### src/rtl/definitions.sv
// Shared types for the handshaked execute-stage ALU: opcodes, flag layout and FSM states.
package definitions;

  localparam int DATA_W     = 16;
  localparam int ALU_OP_AMT = 8;

  typedef logic [DATA_W-1:0] t_data;

  typedef enum logic [2:0] {
    OP_ADD = 3'd0,
    OP_SUB = 3'd1,
    OP_AND = 3'd2,
    OP_OR  = 3'd3,
    OP_XOR = 3'd4,
    OP_SHL = 3'd5,
    OP_SHR = 3'd6,
    OP_MUL = 3'd7
  } t_opcode;

  typedef struct packed {
    logic z;
    logic n;
    logic c;
    logic v;
  } t_flags;

  typedef enum logic [1:0] {
    IDLE = 2'd0,
    MUL  = 2'd1,
    HOLD = 2'd2
  } t_alu_state;

endpackage

### src/rtl/mul_iter.sv
// Iterative unsigned shift-add multiplier: one partial product per cycle, WIDTH cycles total.
module mul_iter #(
  parameter int WIDTH = 16
) (
  input  logic               clk,
  input  logic               rst_n,
  input  logic               start,
  input  logic [WIDTH-1:0]   a,
  input  logic [WIDTH-1:0]   b,
  output logic               busy,
  output logic               done,
  output logic [2*WIDTH-1:0] prod
);

  localparam int CNT_W = $clog2(WIDTH);

  logic [2*WIDTH-1:0] mcand;
  logic [WIDTH-1:0]   mplier;
  logic [CNT_W-1:0]   cnt;

  always_ff @(posedge clk or negedge rst_n) begin
    if (!rst_n) begin
      mcand  <= '0;
      mplier <= '0;
      cnt    <= '0;
      busy   <= 1'b0;
      done   <= 1'b0;
      prod   <= '0;
    end else begin
      done <= 1'b0;
      if (start) begin
        mcand  <= {{WIDTH{1'b0}}, a};
        mplier <= b;
        prod   <= '0;
        cnt    <= '0;
        busy   <= 1'b1;
      end else if (busy) begin
        // done is raised together with the final accumulation, so prod is complete when done=1
        if (mplier[0]) prod <= prod + mcand;
        mcand  <= mcand << 1;
        mplier <= mplier >> 1;
        cnt    <= cnt + 1'b1;
        if (cnt == CNT_W'(WIDTH - 1)) begin
          busy <= 1'b0;
          done <= 1'b1;
        end
      end
    end
  end

endmodule

### src/rtl/alu_seq.sv
// Handshaked ALU: single-cycle ops go straight to the output register, MUL runs on mul_iter.
module alu_seq
  import definitions::*;
#(
  parameter int WIDTH  = 16,
  parameter bit MUL_EN = 1'b1
) (
  input  logic             clk,
  input  logic             rst_n,
  input  logic             in_valid,
  output logic             in_ready,
  input  t_opcode          op,
  input  logic [WIDTH-1:0] a,
  input  logic [WIDTH-1:0] b,
  output logic             out_valid,
  input  logic             out_ready,
  output logic [WIDTH-1:0] result,
  output t_flags           flags
);

  localparam int SH_W = $clog2(WIDTH);

  t_alu_state         state;
  logic               accept;
  logic               mul_start;
  logic               mul_busy;
  logic               mul_done;
  logic [2*WIDTH-1:0] mul_prod;

  logic [SH_W-1:0]    sh;
  logic [WIDTH:0]     sum;
  logic [WIDTH:0]     diff;
  logic [WIDTH:0]     shl_w;
  logic [WIDTH:0]     shr_w;
  logic [WIDTH-1:0]   alu_res;
  logic               alu_c;
  logic               alu_v;

  function automatic t_flags mk_flags(logic [WIDTH-1:0] r, logic c, logic v);
    return '{z: (r == '0), n: r[WIDTH-1], c: c, v: v};
  endfunction

  // The extra bit of each shift vector catches the last bit shifted out (0 when sh==0)
  assign sh    = b[SH_W-1:0];
  assign sum   = {1'b0, a} + {1'b0, b};
  assign diff  = {1'b0, a} - {1'b0, b};
  assign shl_w = {1'b0, a} << sh;
  assign shr_w = {a, 1'b0} >> sh;

  always_comb begin
    alu_res = '0;
    alu_c   = 1'b0;
    alu_v   = 1'b0;
    case (op)
      OP_ADD: begin
        alu_res = sum[WIDTH-1:0];
        alu_c   = sum[WIDTH];
        alu_v   = (a[WIDTH-1] == b[WIDTH-1]) && (sum[WIDTH-1] != a[WIDTH-1]);
      end
      OP_SUB: begin
        alu_res = diff[WIDTH-1:0];
        alu_c   = diff[WIDTH];
        alu_v   = (a[WIDTH-1] != b[WIDTH-1]) && (diff[WIDTH-1] != a[WIDTH-1]);
      end
      OP_AND: alu_res = a & b;
      OP_OR:  alu_res = a | b;
      OP_XOR: alu_res = a ^ b;
      OP_SHL: begin
        alu_res = shl_w[WIDTH-1:0];
        alu_c   = shl_w[WIDTH];
      end
      OP_SHR: begin
        alu_res = shr_w[WIDTH:1];
        alu_c   = shr_w[0];
      end
      default: ;
    endcase
  end

  assign in_ready  = ((state == IDLE) && !mul_busy) || ((state == HOLD) && out_ready);
  assign accept    = in_valid && in_ready;
  assign mul_start = accept && (op == OP_MUL) && MUL_EN;

  generate
    if (MUL_EN) begin : g_mul
      mul_iter #(.WIDTH(WIDTH)) u_mul (
        .clk   (clk),
        .rst_n (rst_n),
        .start (mul_start),
        .a     (a),
        .b     (b),
        .busy  (mul_busy),
        .done  (mul_done),
        .prod  (mul_prod)
      );
    end else begin : g_no_mul
      assign mul_busy = 1'b0;
      assign mul_done = 1'b0;
      assign mul_prod = '0;
    end
  endgenerate

  always_ff @(posedge clk or negedge rst_n) begin
    if (!rst_n) begin
      state     <= IDLE;
      out_valid <= 1'b0;
      result    <= '0;
      flags     <= '0;
    end else begin
      case (state)
        IDLE, HOLD: begin
          if (accept) begin
            if (mul_start) begin
              state     <= MUL;
              out_valid <= 1'b0;
            end else begin
              state     <= HOLD;
              out_valid <= 1'b1;
              result    <= alu_res;
              flags     <= mk_flags(alu_res, alu_c, alu_v);
            end
          end else if ((state == HOLD) && out_ready) begin
            state     <= IDLE;
            out_valid <= 1'b0;
          end
        end
        MUL: begin
          if (mul_done) begin
            state     <= HOLD;
            out_valid <= 1'b1;
            result    <= mul_prod[WIDTH-1:0];
            flags     <= mk_flags(mul_prod[WIDTH-1:0], |mul_prod[2*WIDTH-1:WIDTH],
                                  |mul_prod[2*WIDTH-1:WIDTH]);
          end
        end
        default: state <= IDLE;
      endcase
    end
  end

endmodule

### config.mk
export PLATFORM = sky130hd
export DESIGN_NAME = alu_seq
export DESIGN_NICKNAME = d
export VERILOG_FILES = /design/src/rtl/definitions.sv /design/src/rtl/mul_iter.sv /design/src/rtl/alu_seq.sv
export SDC_FILE = /design/constraint.sdc
export NUM_CORES = 1
export LEC_CHECK = 0
export ABC_AREA = 1
export BUFFER_PORTS_ARGS = -buffer_cell sky130_fd_sc_hd__buf_2
export CAP_MARGIN = 25
export CORE_UTILIZATION = 50
export CTS_CLUSTER_DIAMETER = 100
export CTS_CLUSTER_SIZE = 24
export DETAILED_ROUTE_END_ITERATION = 10
export PLACE_DENSITY = 0.73
export RECOVER_POWER = 25
export SLEW_MARGIN = 20
export SYNTH_ARGS = -nofsm -noshare
export SYNTH_HDL_FRONTEND = slang
export SYNTH_SLANG_ARGS = --single-unit
### constraint.sdc
create_clock -name clk -period 4.6 [get_ports clk]
set_input_delay 0 -clock clk [delete_from_list [all_inputs] [get_ports clk]]
set_output_delay 0 -clock clk [all_outputs]
set_load 0.01 [all_outputs]
==> summary by stage, run 1 <==
Pwr
The share of total power dissipated in the clock network is 0.159. The total internal power is ~2.5 mW. The switching portion of total power is 0.485.

The static power due to leakage is approximately 6.0 nW. The relative contribution of combinational cells to total power is 0.511. The final total power is 4.88 mW. The worst-case IR drop observed on VDD is between 0.0002 and 0.00025 V. The sequential share of power is 0.330.

Power spread over the standard cell area amounts to 434 nW/µm². The switching component of the power is between 2 and 2.5 mW.

Cells and area
The layout overhead on the synthesized area is 6.51%. Measured on the finished design, the core utilization comes to 0.549. The number of antenna diodes in the final layout is 0.

After the last flow step, the layout net total stands at between 1,500 and 2,000. Once layout is complete, the cells apart from fillers number 1,954. In the final layout, the share of cells above drive strength 1 is 0.0606.

Timing
Setup repair after global routing left no endpoint under its margin. The clock skew is about 0.014 ns. The final-report hold violation count was 0. In this run the tightest slew margin relative to its limit is 0.383. The final critical-path share of the clock period is 0.628.

Static timing analysis puts the maximum clock frequency at ~350 MHz. The max-slew violation total from the final report was 0. The slew of the pin with the lowest slew margin is approximately 0.93 ns. Setup violations remaining at the end of the flow were counted as 0. Setup total negative slack on the finished layout was measured at 0 ns. Counting I/O delays and the setup requirement, the final critical path takes 2.89 ns. The worst hold slack is roughly 0.026 ns.

Logic synthesis
The netlist uses 52 different library cells. Summing every instance area after synthesis gives roughly 11,000 µm². By count the netlist is led by sky130_fd_sc_hd__nand2_1, sky130_fd_sc_hd__nand3_1, sky130_fd_sc_hd__inv_1. Yosys printed 0 warnings.

The most common cell in the netlist is sky130_fd_sc_hd__nand2_1. Ranked by total cell area, the synthesized netlist is headed by sky130_fd_sc_hd__dfrtp_1, sky130_fd_sc_hd__nand2_1, sky130_fd_sc_hd__nand3_1, sky130_fd_sc_hd__ha_1, sky130_fd_sc_hd__inv_1. The number of flops mapped to enable cells by yosys is 0. The dominant cell type by area after synthesis is sky130_fd_sc_hd__dfrtp_1. The proportion of register bits with asynchronous set or reset after synthesis is 1.00.

The most used flip-flop cell after synthesis is sky130_fd_sc_hd__dfrtp_1. Each instance of the synthesized netlist takes up on average between 6 and 7 µm². For this run, the register share of the synthesized area comes to 0.256. The net count after synthesis is between 1,500 and 2,000.

The number of synthesized register bits is between 100 and 150. Counting every instance in the synthesized netlist gives between 1,500 and 2,000. The share of the synthesized area in the top cell type is 0.256.

Worst setup path
For the worst setup path, the data required time is 4.88 ns. STA classifies the critical path endpoint as a flop. The standard cell with the maximum stage delay on the critical path is sky130_fd_sc_hd__inv_1.

The critical path goes through buf_4 > nand2_1 > inv_1 > nand2_1 > inv_1 > o21ai_0 > o21ai_0. By startpoint and endpoint, the worst setup path is classified as flop to flop. The startpoint type of the worst setup path is a flop. The worst path buffer plus inverter count is 3. STA puts the critical path data arrival time at 3.17 ns.

The category of cells accounting for the largest share of critical-path delay is buffers and inverters. The largest single stage delay on the critical path is 0.64 ns. The highest net fanout along the worst path is 52.

Global route
Entering global routing, the biggest net connects just under 90 pins. The first global-routing pass estimated roughly 58,000 µm of wire. The total track usage is 0.345. The initial antenna violation count is 0.

For this run the aggregate overflow at the end of global routing stands at 0. The via count of the first global-routing pass is 10,500.

Drt
The ratio of routed vias to standard cells is 5.80. The final layout contains routed wiring with a total length of between 30,000 and 40,000 µm. The topmost layer with routed signal wires is met4. For this run, design rule violations remaining after detail routing come to 0. The detailed router finished its first iteration with roughly 890 violations. For this run, the detailed router's first-pass iteration total came to 5. After detailed routing, the average wire length per cell comes to between 15 and 20 µm. After detailed routing, the wire length on met1 is approximately 16,000 µm. Wire segments on met3 add up to around 2500 µm in the final route. The routed layout has 11,300 vias. In this run the remaining antenna-violating nets after routing total 0. Detailed routing placed a total of between 15,000 and 20,000 µm of wire on met2.

Die
The die is about 150 µm wide. For this configuration, the core starts out at a cell density of 0.516. Pin placement for this block handled just over 60 I/O pins. The die covers between 20,000 and 25,000 µm². The core region is approximately 20,000 µm². The die is ~150 µm tall. Row generation in the floorplan step produced 52 rows.

Status
The flow ran to the end, and the final reports show no timing, DRC or antenna violations.

Placed design
Routability-driven placement finished with a final weighted congestion of 1.03. After detailed placement, the design holds a cell count of about 1,900. The number of input and output port buffers inserted is 60. The total half-perimeter wirelength after legalization and detailed placement is a little under 30,000 µm.

Clocking
For this design, the CTS-stage hold fixing added 12 buffers. The largest buffer count on any clock path is 2. The clock-pin slew on the worst setup and hold paths is approximately 0.080 ns. The clock net in this run drives a total of 108 sinks.

Buffers inserted during clock tree synthesis total 9. The CTS tree is built. The number of buffers added for setup after CTS is 0.

The H-tree was split into 3 levels. For the worst-skew pair, the clock arrives at the later sink with an insertion delay of roughly 0.36 ns. The cell sitting at the root of the clock tree is a sky130_fd_sc_hd__clkbuf_16.

The count of cells resized by post-cts repair is 0.

Worst hold path
The class of the tightest hold or removal check is primary input to flop.

Run
The max-capacitance violation count is 0.
-- final timing paths --
path                             startpoint               endpoint  slack (ns)  depth (start not counted)
max                        g_mul.u_mul.busy   g_mul.u_mul.prod[16]        1.71                          7
min                                    b[3]  g_mul.u_mul.mplier[3]        0.03                          3
max reg2reg                g_mul.u_mul.busy   g_mul.u_mul.prod[16]        1.71                          7
min reg2reg                       out_valid              out_valid        0.48                          2
max in group asynchronous             rst_n  g_mul.u_mul.mcand[21]        3.29                          3
min in group asynchronous             rst_n   g_mul.u_mul.prod[28]        0.28                          2
-- tightest hold or removal path: stages --
cell and delay (ns):
sky130_fd_sc_hd__buf_2 0.19, sky130_fd_sc_hd__o21ai_0 0.12, sky130_fd_sc_hd__inv_1 0.05
-- kinds of logic after synthesis --
family / count (synthesis) / synth area share
simple gates: 879 / 0.361
buf+inv: 285 / 0.114
flops: 108 / 0.256
compound gates: 290 / 0.157
xor+xnor: 9 / 0.00746
fa+ha+maj: 87 / 0.105
-- through the flow --
| step | cell area (µm²) | worst slack, ns |
|---|---|---|
| 2_1_floorplan | 10600 | 2.36 |
| 3_3_place_gp | 10900 | 1.69 |
| 3_5_place_dp | 10900 | 1.63 |
| 4_1_cts | 11300 | 1.81 |
| 5_1_grt | 11300 | 1.52 |
| 6_report | 11300 | 1.71 |
-- cells in the final DEF (no fill, tap or decap), types with 4 or more instances in the layout --
master | Yosys | final
sky130_fd_sc_hd__nand2_1 | 423 | 423
sky130_fd_sc_hd__nand3_1 | 219 | 219
sky130_fd_sc_hd__inv_1 | 208 | 208
sky130_fd_sc_hd__nor2_1 | 162 | 161
sky130_fd_sc_hd__dfrtp_1 | 108 | 108
sky130_fd_sc_hd__o21ai_0 | 93 | 93
sky130_fd_sc_hd__a21oi_1 | 91 | 91
sky130_fd_sc_hd__ha_1 | 84 | 84
sky130_fd_sc_hd__buf_2 | 41 | 38
sky130_fd_sc_hd__a31oi_1 | 25 | 25
sky130_fd_sc_hd__o211ai_1 | 23 | 23
sky130_fd_sc_hd__clkbuf_1 | 8 | 22
sky130_fd_sc_hd__nand4_1 | 21 | 21
sky130_fd_sc_hd__o22ai_1 | 15 | 15
sky130_fd_sc_hd__nor3_1 | 12 | 12
sky130_fd_sc_hd__dlygate4sd3_1 | 0 | 12
sky130_fd_sc_hd__o21ai_1 | 11 | 11
sky130_fd_sc_hd__clkbuf_16 | 0 | 9
sky130_fd_sc_hd__a21o_1 | 8 | 8
sky130_fd_sc_hd__inv_2 | 7 | 7
sky130_fd_sc_hd__nand2_4 | 7 | 7
sky130_fd_sc_hd__buf_4 | 7 | 7
sky130_fd_sc_hd__nand3_2 | 6 | 6
sky130_fd_sc_hd__or2_2 | 5 | 5
sky130_fd_sc_hd__nor2_2 | 4 | 5
sky130_fd_sc_hd__o221ai_1 | 5 | 5
sky130_fd_sc_hd__nor4_1 | 5 | 5
sky130_fd_sc_hd__xnor2_1 | 5 | 5
sky130_fd_sc_hd__nand2_2 | 4 | 4
sky130_fd_sc_hd__o21bai_1 | 4 | 4
sky130_fd_sc_hd__and2_1 | 4 | 4
sky130_fd_sc_hd__xor2_1 | 4 | 4
-- layout make-up --
type / instances / area [µm²]
inverters: 217 / 821
repair buffers: 78 / 442
multi-input cells: 1265 / 6670
clock buffers: 10 / 229
clock inverters: 6 / 56.3
flip-flops and latches: 108 / 2700
fillers: 2125 / 9240
well taps: 270 / 338
-- registers in the layout (all words and copies together), names as in the netlist --
| signal | flops |
|---|---|
| g_mul.u_mul.mplier | 16 |
| result | 16 |
| g_mul.u_mul.done | 1 |
| g_mul.u_mul.busy | 1 |
| g_mul.u_mul.mcand | 32 |
| state | 2 |
| out_valid | 1 |
| flags | 3 |
| g_mul.u_mul.prod | 32 |
| g_mul.u_mul.cnt | 4 |
-- power groups by stage --
stage / logic (mW) / clock network, mW / registers, mW
global placement: 2.42 / 0 / 1.61
detailed placement: 2.47 / 0 / 1.62
finish: 2.50 / 0.775 / 1.61
CTS: 2.49 / 0.779 / 1.60
global route: 2.81 / 0.817 / 1.65
floorplan: 1.78 / 0 / 1.56
-- metal layers --
layer / vias to the layer above / GRT usage
met2: 438 / 0.561
li1: 5508 / -
met5: - / 0
met3: 91 / 0.0407
met4: 0 / 0.153
met1: 5287 / 0.458
Note: power is estimated with default switching activity, not from simulation.
==> inputs of run 2 (changes only) <==
PLACE_DENSITY = 0.76   (was 0.73)
clock period = 2.6 ns   (was 4.6 ns; I/O delays follow)
==> run 2 against run 1 <==
  * The flow now finishes with violations (max-capacitance violations, max-slew violations)
  * Via count up 2.4%
  * Wire length up 0.19%
  * Sequential share of layout area down 0.84 points
  * Utilization up 2.0 points
  * Hold slack worse by 0.015 ns
  * Global-route usage up 0.18 points
  * Design area up 3.6%
  * Combinational power up 81%
  * Die area unchanged
  * Final cell count up 2.4%
==> summary by stage, run 2 (same netlist as run 1, synthesis figures left out) <==
Cells and area
The fill cell total of the finished layout was 2,060 (-3.1%). The layout overhead on the synthesized area is 10.4%. The largest registers in the layout are g_mul.u_mul.mcand (32), g_mul.u_mul.prod (32). The number of nets at the end of the flow came to 1,852 (+2.6%).

The number of antenna diodes is 0 (unchanged). The library cell used most frequently in the layout, excluding fill and tap cells, is sky130_fd_sc_hd__nand2_1. The final design instance area without fill is 11,700 µm² (+3.6%). The library cells used most frequently in the layout, excluding fill and tap cells, are sky130_fd_sc_hd__nand2_1, sky130_fd_sc_hd__nand3_1, sky130_fd_sc_hd__inv_1.

The ratio of cells with drive above 1 in the final layout is 0.0907 (+0.0301).

Pwr
The static power due to leakage came to 6.25 nW (+3.7%). The largest voltage drop on the vdd net came to 0.000318 V (+40%). The total power per unit cell area is 753 nW/µm² (+74%). The final total power is 8.78 mW (+80%).

Placed design
The total half-perimeter wirelength after legalization and detailed placement is 29,700 µm (+2.2%). The placement-stage cell area is 11,200 µm² (+3.2%). The final weighted congestion of routability-driven global placement is 1.06 (+3.5%). The number of input and output port buffers inserted is 60 (unchanged).

Timing
Setup repair after global routing left no endpoint under its margin. The max-slew headroom at the worst pin is -0.0925 (-0.475). The worst hold slack is 0.0111 ns (-0.0150 ns). The clock skew is 0.0121 ns (-0.00148 ns). The final-report hold violation count is 0 (unchanged). The sum of negative setup slack came to 0 ns (unchanged). The max-slew violation total from the final report came to 64 (+64). Based on the critical path, the design can be clocked at up to about 420 MHz. The post-route minimum period is 2.41 ns. The final number of setup-violating endpoints is 0 (unchanged). The slew of the pin with the lowest slew margin was 1.64 ns (+0.714 ns). The final critical-path share of the clock period is 0.925.

Die
The area of the core is 20,500 µm² (unchanged). The initial cell density of the core came to 0.516 (unchanged). The floorplan die width is 147 µm (unchanged). The row count is 52 (unchanged). The die extent in y is 147 µm (unchanged). The number of ports placed on the die boundary is 61 (unchanged). The die area is 21,700 µm² (unchanged).

Worst setup path
The highest net fanout along the worst path is 10 (-81%). The standard cell with the maximum stage delay on the critical path is sky130_fd_sc_hd__dlygate4sd3_1. The critical path required time is 2.89 ns (-1.99 ns).

The critical path's largest stage delay came to 0.55 ns (-0.09 ns). STA classifies the critical path endpoint as a flop. The class of the most critical setup path is primary input to flop. The worst setup path is launched from a primary input. Traced cell by cell, the critical path runs through dlygate4sd3_1 > buf_2 > inv_1 > ha_2 > inv_1 > nor2_1 > nor3_1 > nand3_1 > nor2_1 > nand3_1 > nor2_1 > nand3_1 > nor2_1 > nand2_1 > a21oi_2. The length in cells of the worst reg-to-reg path is 17 (+10). The data arrival time of the critical path is 2.70 ns (-0.47 ns). In this design, the critical path's most frequently occurring cell is sky130_fd_sc_hd__nor2_1.

Drt
The routed via count is 11,600 (+2.4%). The number of optimization iterations in the first detailed-route pass came to 7 (+2). The ratio of routed vias to standard cells is 5.79 (about the same).

The residual DRC count was 0 (unchanged). The post-detailed-route count of antenna-violating nets was 0 (unchanged). The detailed-route wire length per cell is 18.4 µm (-2.2%). The total wire length is 36,900 µm (+0.19%). The number of design-rule violations left by the first detailed-router iteration was 1,154 (+30%).

Worst hold path
The cell depth of the worst min-delay path is 3 (unchanged). The min-delay analysis places its worst path in the category primary input to flop.

Clocking
The clock sink count came to 108 (unchanged). The largest buffer count on any clock path came to 2 (unchanged). The number of buffers added for setup after CTS came to 0 (unchanged). The tree is rooted in a sky130_fd_sc_hd__clkbuf_16. The clock latency on the worst-skew pair is 0.36 ns (about the same). The CTS tree is built. The clock-pin slew on the worst setup and hold paths is 0.08 ns (about the same). The number of H-tree levels came to 3 (unchanged). The clock buffer count from CTS is 9 (unchanged).

Global route
The pin count of the biggest net entering global routing came to 65 (-25%). The via count of the first global-routing pass came to 10,800 (+3.4%). The total track usage is 0.346 (+0.00182). The overflow left after global routing came to 0 (unchanged). The initial antenna violation count was 0 (unchanged).

The global-route wire length before repair was 58,200 µm (+1.2%).

Status
The checks that failed: max-capacitance violations, max-slew violations. The flow ran to the end, but the final reports show violations.

Run
The max-capacitance violation count is 1 (+1).
==> run 2: metal layers <==
layer | GRT usage | wire length [µm] | part of all wire | up-vias
met5 | 0 | 0 | 0 | -
met4 | 0.175 | 1810 | 0.049 | 0
met3 | 0.0450 | 2900 | 0.079 | 99
met2 | 0.546 | 16300 | 0.44 | 549
met1 | 0.465 | 15900 | 0.43 | 5338
li1 | - | - | - | 5605
==> run 2: through the flow <==
| step | utilization | std cells | setup WS [ns] |
|---|---|---|---|
| after CTS | 0.569 | 2001 | 0.0804 |
| final | 0.569 | 2001 | 0.194 |
| after detailed placement | 0.548 | 1971 | 0.108 |
| after global routing | 0.569 | 2001 | 0.00106 |
| after floorplan | - | 1658 | 0.363 |
| after global placement | 0.548 | 1971 | 0.165 |
==> run 2: final timing paths <==
path                                      start                      to  slack, ns
max in group asynchronous                 rst_n    g_mul.u_mul.mcand[3]       1.02
max                                       b[11]                flags[3]       0.19
min in group asynchronous                 rst_n   g_mul.u_mul.mcand[29]       0.58
max reg2reg                g_mul.u_mul.mcand[0]    g_mul.u_mul.prod[24]       0.23
min reg2reg                           result[8]               result[8]       0.48
min                                       b[12]  g_mul.u_mul.mplier[12]       0.01
==> run 2: critical path, delay by kind of cell <==
kind                     cells  cell delay [ns]
AND/OR/NAND/NOR              9             1.28
buffers and inverters        4             0.95
adder cells (fa/ha/maj)      1             0.35
AO/OA/AOI/OAI                1             0.10
==> run 2: final cells by class <==
cell class / count / area, µm² / area share
Tap cell: 270 / 338 / 0.0290
Timing Repair Buffer: 125 / 810 / 0.0694
Clock buffer: 10 / 239 / 0.0205
Sequential cell: 108 / 2700 / 0.232
Multi-Input combinational cell: 1265 / 6700 / 0.574
Clock inverter: 6 / 55.1 / 0.00472
Inverter: 217 / 821 / 0.0704
==> run 2: repair_timing <==
| item | 4_1_cts | 5_1_grt |
|---|---|---|
| gates resized for setup | 0 | 12 |
| hold endpoints to repair | 76 | 0 |
| setup endpoints to repair | 0 | 9 |
| hold buffers | 14 | 0 |
==> run 2: power breakdown <==
group / internal [mW] / switching [mW]
clock network: 0.695 / 0.695
logic: 1.55 / 2.98
registers: 2.33 / 0.534
total: 4.57 / 4.21
